<file path="src/rtl/r_result_serializer_if.sv">
// Output stream interface for r_result_serializer.
// Valid/ready handshake: the master raises out_valid with out_word and
// out_last stable; a word moves on every rising clk edge where both
// out_valid and out_ready are 1. While out_ready is 0 the master holds
// out_word/out_last unchanged. out_ready has no meaning while out_valid is 0.
interface r_result_serializer_if #(
    parameter int WORD_W = 32
);
    logic [WORD_W-1:0] out_word;
    logic              out_valid;
    logic              out_ready;
    logic              out_last;

    modport master (
        output out_word,
        output out_valid,
        output out_last,
        input  out_ready
    );

    modport slave (
        input  out_word,
        input  out_valid,
        input  out_last,
        output out_ready
    );
endinterface

</file>
<file path="src/rtl/r_result_serializer.sv">
// r_result_serializer: captures the RSA core's wide result in one cycle and
// streams it out as WORD_W-bit words over a valid/ready handshake.
// Optional build macro R_SER_MSW_FIRST_EN: when defined, words leave
// most-significant first; otherwise least-significant first.
// Handshake rules are documented on r_result_serializer_if.
module r_result_serializer #(
    parameter int DATA_W = 512,
    parameter int WORD_W = 32
) (
    input  logic                   clk,
    input  logic                   rst,
    input  logic [DATA_W-1:0]      res_in,
    input  logic                   res_valid,
    r_result_serializer_if.master  ob,
    output logic                   busy,
    output logic                   overflow,
    output logic                   state_dbg
);
    localparam int NWORDS = DATA_W / WORD_W;
    localparam int CNT_W  = (NWORDS > 1) ? $clog2(NWORDS) : 1;
    localparam logic [CNT_W-1:0] LAST_CNT = CNT_W'(NWORDS - 1);

    typedef enum logic {
        IDLE = 1'b0,
        SEND = 1'b1
    } state_t;

    state_t            state_q;
    state_t            state_d;
    logic [DATA_W-1:0] sreg_q;
    logic [CNT_W-1:0]  cnt_q;
    logic              ovf_q;

    logic              xfer;
    logic              at_last;
    logic              final_xfer;
    logic              load;
    logic              ovf_set;
    logic [WORD_W-1:0] cur_word;

    // Select the word presented from the shift register for this build.
`ifdef R_SER_MSW_FIRST_EN
    assign cur_word = sreg_q[DATA_W-1 -: WORD_W];
`else
    assign cur_word = sreg_q[WORD_W-1:0];
`endif

    // State register; reset abandons any stream in flight.
    always_ff @(posedge clk or posedge rst) begin
        if (rst) begin
            state_q <= IDLE;
        end else begin
            state_q <= state_d;
        end
    end

    // Next-state and handshake outputs. A new result may only be taken in
    // IDLE or on the same edge that the final word leaves, so a reload
    // right at the end of a stream costs no bubble cycle.
    always_comb begin
        state_d     = state_q;
        xfer        = 1'b0;
        at_last     = 1'b0;
        final_xfer  = 1'b0;
        load        = 1'b0;
        ovf_set     = 1'b0;
        ob.out_word = '0;
        ob.out_valid = 1'b0;
        ob.out_last = 1'b0;
        busy        = 1'b0;

        case (state_q)
            IDLE: begin
                if (res_valid) begin
                    load    = 1'b1;
                    state_d = SEND;
                end
            end
            SEND: begin
                ob.out_valid = 1'b1;
                busy         = 1'b1;
                ob.out_word  = cur_word;
                at_last      = (cnt_q == LAST_CNT);
                ob.out_last  = at_last;
                xfer         = ob.out_ready;
                final_xfer   = xfer && at_last;
                if (final_xfer) begin
                    if (res_valid) begin
                        load    = 1'b1;
                        state_d = SEND;
                    end else begin
                        state_d = IDLE;
                    end
                end else if (res_valid) begin
                    // Result arrived mid-stream: dropped and flagged.
                    ovf_set = 1'b1;
                end
            end
            default: begin
                state_d = IDLE;
            end
        endcase
    end

    // Shift register and word counter: load on capture, advance one word
    // per transfer, hold otherwise so nothing is skipped or repeated.
    always_ff @(posedge clk or posedge rst) begin
        if (rst) begin
            sreg_q <= '0;
            cnt_q  <= '0;
        end else if (load) begin
            sreg_q <= res_in;
            cnt_q  <= '0;
        end else if (xfer) begin
`ifdef R_SER_MSW_FIRST_EN
            sreg_q <= sreg_q << WORD_W;
`else
            sreg_q <= sreg_q >> WORD_W;
`endif
            // The counter wraps to zero after the last word so it never
            // exceeds NWORDS-1 and is ready for the next result.
            if (at_last) begin
                cnt_q <= '0;
            end else begin
                cnt_q <= cnt_q + CNT_W'(1);
            end
        end
    end

    // Sticky overflow flag, cleared only by reset.
    always_ff @(posedge clk or posedge rst) begin
        if (rst) begin
            ovf_q <= 1'b0;
        end else if (ovf_set) begin
            ovf_q <= 1'b1;
        end
    end

    assign overflow  = ovf_q;
    assign state_dbg = state_q;

endmodule

</file>
<file path="src/flat_wrapper.sv">
// flat-port wrapper written by rule: the top's interface ports become plain ports
module r_result_serializer_flat 
#(
    parameter int DATA_W = 512,
    parameter int WORD_W = 32
)
  (clk, rst, res_in, res_valid, busy, overflow, state_dbg, ob_out_word, ob_out_valid, ob_out_last, ob_out_ready);
  r_result_serializer_if #(.WORD_W(WORD_W)) ob_i ();
  input  logic clk;
  input  logic rst;
  input  logic [DATA_W-1:0] res_in;
  input  logic res_valid;
  output logic busy;
  output logic overflow;
  output logic state_dbg;
  output wire logic [$bits(ob_i.out_word)-1:0] ob_out_word;
  output wire logic [$bits(ob_i.out_valid)-1:0] ob_out_valid;
  output wire logic [$bits(ob_i.out_last)-1:0] ob_out_last;
  input wire logic [$bits(ob_i.out_ready)-1:0] ob_out_ready;
  assign ob_out_word = ob_i.out_word;
  assign ob_out_valid = ob_i.out_valid;
  assign ob_out_last = ob_i.out_last;
  assign ob_i.out_ready = ob_out_ready;
  r_result_serializer #(.DATA_W(DATA_W), .WORD_W(WORD_W)) u_core (.clk(clk), .rst(rst), .res_in(res_in), .res_valid(res_valid), .ob(ob_i), .busy(busy), .overflow(overflow), .state_dbg(state_dbg));
endmodule
</file>
<file path="config.mk">
export PLATFORM = sky130hd
export DESIGN_NAME = r_result_serializer_flat
export DESIGN_NICKNAME = d
export VERILOG_FILES = /design/src/rtl/r_result_serializer_if.sv /design/src/rtl/r_result_serializer.sv /design/src/flat_wrapper.sv
export SDC_FILE = /design/constraint.sdc
export NUM_CORES = 2
export LEC_CHECK = 0
export BUFFER_PORTS_ARGS = -buffer_cell sky130_fd_sc_hd__buf_2
export CORE_AREA = 10 10 285 219
export CTS_CLUSTER_DIAMETER = 150
export DETAILED_ROUTE_END_ITERATION = 7
export DIE_AREA = 0 0 295 229
export PLACE_DENSITY = 0.64
export SETUP_SLACK_MARGIN = 0.4
export SYNTH_ARGS = -nofsm -noshare
export SYNTH_HDL_FRONTEND = slang
export SYNTH_SLANG_ARGS = --single-unit
</file>
<file path="constraint.sdc">
create_clock -name clk -period 18.03 [get_ports clk]
set_input_delay 3.606 -clock clk [delete_from_list [all_inputs] [get_ports clk]]
set_output_delay 3.606 -clock clk [all_outputs]
set_load 0.005 [all_outputs]
</file>
Yosys cells after proc, flatten, opt, wreduce, memory -nomap -nowiden
Index checks and enable logic that the tools add are counted.
- input bits: 516
- register bits after elaboration: 518
- word-level logic and storage cells: 25
- equal/unequal tests: 1
- reduce and logical (&&, ||, !) cells: 2
- multiplexer cells: 16
- bitwise gates (word level): 1
- add/subtract/negate cells: 1
- operators with widths (kind ; count):
    $mux W512 ; 2
    $mux W32 ; 1
    $mux W4 ; 3
    $mux W1 ; 8
    $add A4 B1 Y4 const B ; 1
    $eq A4 B4 Y1 const B ; 1
    $pmux W1 S2 ; 2
    $reduce_bool A2 Y1 ; 1
    $logic_and A1 B1 Y1 ; 1
    $not A1 Y1 ; 1

Depth between registers and ports, before layout
- depth in word-level cells: 5
- gate-level depth with buffers: 7
- depth with buffers taken out: 4

Least setup slack after synthesis
OpenSTA, ideal clock, no wires.
- path kind: flip-flop to output port
- start point: register u_core.state_q (netlist: u_core.state_dbg)
- end point: output ob_out_last
- path buffers: 2
- arrival: 1.106 ns
- required time: 14.424 ns
- setup slack: 13.318 ns
- stages on the path, launching flop included: 4
- path through: dfrtp_1 > clkbuf_1 > clkbuf_1 > and2_1
- word-level cells in the longest chain between the ends: 1
- ends and longest elaborated chain (element ; RTL line ; text):
    start, declared ; r_result_serializer.sv:28 ; state_t state_q;
    start signal, assigned ; r_result_serializer.sv:53 ; state_q <= state_d;
    $mux W1 ; r_result_serializer.sv:72 ; case (state_q)
    end, declared ; flat_wrapper.sv:18 ; output wire logic [$bits(ob_i.out_last)-1:0] ob_out_last;
Every way passes these cells.

==> metrics.yaml <==
yosys:
  syn-mean-instance-area_um2: 12.9
  ys_types: 29
  postSynthCellCount: 1744
  synth.top_cell.area_share_pct: 57.7
  yosys-top-cells-area: "dfrtp_1, a221o_1, and2_1"
  synth_seq_area_share_pct: 57.7
  ys_warn_count: 0
  synth_seq_cells: 518
  synth_area_leader_cell: "dfrtp_1"
  syn_nets: 2261
  synth_area_um2: 22500
clock_network:
  post_cts_buffers: 0
  worst_skew_pair.late_latency_ps: 590
  cts-root-buf: "clkbuf_16"
  clock-sinks: 518
  cts_buffers: 52
  ctsLongestPathBuffers: 3
  ctsHoldBuffers: 0
  ctsResizeCount: 0
  cts_tree: "built"
  cts.clk_slew.worst_paths_ps: 60
  htreeDepth: 2
min_path:
  hold_end: "u_core.overflow$_DFFE_PP0P_"
  holdPathStages: 1
  hp-start: "u_core.overflow$_DFFE_PP0P_"
  hold_class: "register to register"
finish:
  n_fill_cell: 5151
  syn2layout_area_growth_pct: 20.9
  finish.instance_area_um2: 27200
  multi_input_area_um2: 8500
  seqCellArea_um2: 13000
  final_cells: 3007
  drive_above_1_share_pct: 29.2
  fin_nets: 2712
worst_setup_path:
  worstReg2RegEnd: "u_core.sreg_q[300]$_DFFE_PP0P_"
  crit_path_max_incr_delay_ps: 910
  r2r_setup_slack_ps: 13900
  crit_top_cell: "buf_4"
  critPathMaxFanout: 166
  worstSetupPathType: "input port to asynchronous set/reset pin"
  cp-start-kind: "input port"
  r2r_cells: 7
  critPathArrivalTime_ps: 6990
  worstPathCellList: "buf_2 > clkinvlp_4 > buf_4 > buf_12 > buf_4"
  critPathSlowestCell: "buf_4"
  cp-end-kind: "asynchronous set/reset pin"
  r2r_start: "u_core.state_dbg$_DFF_PP0_"
  cp_data_required_time_ps: 18590
power_and_ir_drop:
  powerDensity_nw_per_um2: 133
  seq_power_share_pct: 49.4
  leakage_nw: 13.4
  switchingPower_mw: 1.02
  pwr-share-comb_pct: 19.8
  switching_share_pct: 28.2
  clockPowerShare_pct: 30.8
  peakVddDrop_mv: 0.0734
  p_int_mw: 2.60
detailed_routing:
  vias: 17300
  vias_per_cell: 5.75
  drtAntennaViolNets: 0
  drc: 0
  dr.pass1.iters: 5
  wire_per_inst_um: 25.4
  drt-initial-drc-count: 1798
  wl_um: 76300
global_routing:
  grt.total_usage_pct: 21.6
  grt-ovfl-total: 0
  grt_pass1_vias: 17900
  grt_pass1_wl_um: 113000
  antenna_found_initial: 55
  grt_max_degree: 231
place:
  dpl_cell_area_um2: 25300
  gp_congestion: 0.858
  port_buffers: 552
  post-place-cells: 2882
  dp_hpwl_um: 52500
  dp_slack_ps: 10870
die:
  rows: 76
  coreArea_um2: 56800
  die_w_um: 295
  start_util_pct: 39.6
  ios: 553
  die-area_um2: 67600
  fp.dieH_um: 229
sta:
  final_hold_viol_count: 0
  setup_viol: 0
  fin_crit_sh_pct: 35.6
  tightest_slew_ps: 1200
  slew_violations: 0
  rsz0062_at_grt: "false"
  period_minus_slack_ps: 6420
  fin_setup_tns_ps: 0
  skew_ps: 14.4
  layout_setup_ws_ps: 11610
  relSlewSlack_pct: 20.1
  fmax_ghz: 0.156
outcome:
  status: "finished clean"
run:
  maxCapViolCount: 0
-- stage by stage --
stage / power, mW / hold WS (ps) / utilization (%)
detailed placement: 2.52 / 469 / 44.6
global placement: 2.49 / 447 / 44.6
floorplan: 2.21 / 451 / -
finish: 3.62 / 477 / 47.8
global route: 3.81 / 506 / 47.8
CTS: 3.65 / 480 / 47.7
-- Yosys cell counts --
cell and count:
dfrtp_1 518, a221o_1 480, and2_1 288, and2_0 227, buf_2 87, a22o_1 32
buf_6 30, clkbuf_1 29, clkbuf_2 18, buf_1 6, nand2_1 5, nand3_1 4
a21o_1 2, buf_4 2, nand4_1 2, a21boi_0 1, a21oi_2 1, and3_1 1
ha_1 1, inv_1 1, mux2i_4 1, nor2_1 1, nor2b_1 1, nor3b_1 1
o21ai_0 1, o31ai_1 1, or2_2 1, or3_1 1, xnor2_1 1
-- critical path: cells and delay by family --
kind,cells,cell delay [ps]
buffers and inverters,5,2840
-- worst max path at each step --
| stage | end | start | cells after the start |
|---|---|---|---|
| 2_1_floorplan | u_core.cnt_q[0]$_DFFE_PP0P_ | rst | 1 |
| 3_3_place_gp | u_core.sreg_q[451]$_DFFE_PP0P_ | rst | 5 |
| 3_5_place_dp | u_core.sreg_q[482]$_DFFE_PP0P_ | rst | 5 |
| 4_1_cts | u_core.sreg_q[437]$_DFFE_PP0P_ | rst | 5 |
| 5_1_grt | u_core.sreg_q[454]$_DFFE_PP0P_ | rst | 5 |
| 6_report | u_core.sreg_q[481]$_DFFE_PP0P_ | rst | 5 |
-- kinds of logic (layout without fill, tap and decap cells) --
logic type | Yosys count | after routing | share of synthesized area [%]
muxes | 1 | 1 | 0.100
adders and majority gates | 1 | 1 | 0.0557
AOI/OAI and AO/OA | 518 | 518 | 22.8
and+or+nand+nor | 532 | 532 | 14.7
buffers and inverters | 173 | 664 | 4.51
xor gates and xnor gates | 1 | 1 | 0.0390
other | 0 | 31 | 0
DFF | 518 | 518 | 57.7
-- flip-flops by register name, indices dropped and copies added (netlist names) --
name              count
u_core.state_dbg      1
u_core.sreg_q       512
u_core.cnt_q          4
u_core.overflow       1
-- placed cells by master, fill, tap and decap left out, types with 2 or more instances in the layout --
cell type,instances
a21o_1,2
a221o_1,480
a22o_1,32
and2_0,227
and2_1,288
buf_12,4
buf_2,552
buf_4,13
bufinv_16,4
clkbuf_1,15
clkbuf_16,53
clkbuf_8,13
clkinv_2,5
clkinvlp_4,2
dfrtp_1,518
diode_2,31
inv_6,2
nand2_1,5
nand3_1,4
nand4_1,2
-- power by group through the flow --
stage	logic [mW]	clock network (mW)	registers, mW
3_3_place_gp	0.698	0	1.80
3_5_place_dp	0.718	0	1.80
4_1_cts	0.725	1.14	1.79
6_report	0.717	1.12	1.79
5_1_grt	0.796	1.19	1.82
2_1_floorplan	0.549	0	1.66
-- layout make-up --
type                    count  area share, %
flip-flops and latches    518           47.7
diodes                     31          0.286
clock buffers              81           5.75
well taps                 741           3.41
clock inverters            13          0.659
inverters                   1         0.0276
multi-input cells        1053           31.3
repair buffers            569           10.8
-- metal layers --
layer / global-route usage (%) / routed length (µm) / vias up
li1: - / - / 7650
met4: 5.94 / 1490 / 50
met1: 28.5 / 32100 / 8837
met5: 0 / 338 / -
met3: 6.83 / 6800 / 146
met2: 33.8 / 35600 / 605
(Power assumes the default switching activity.)
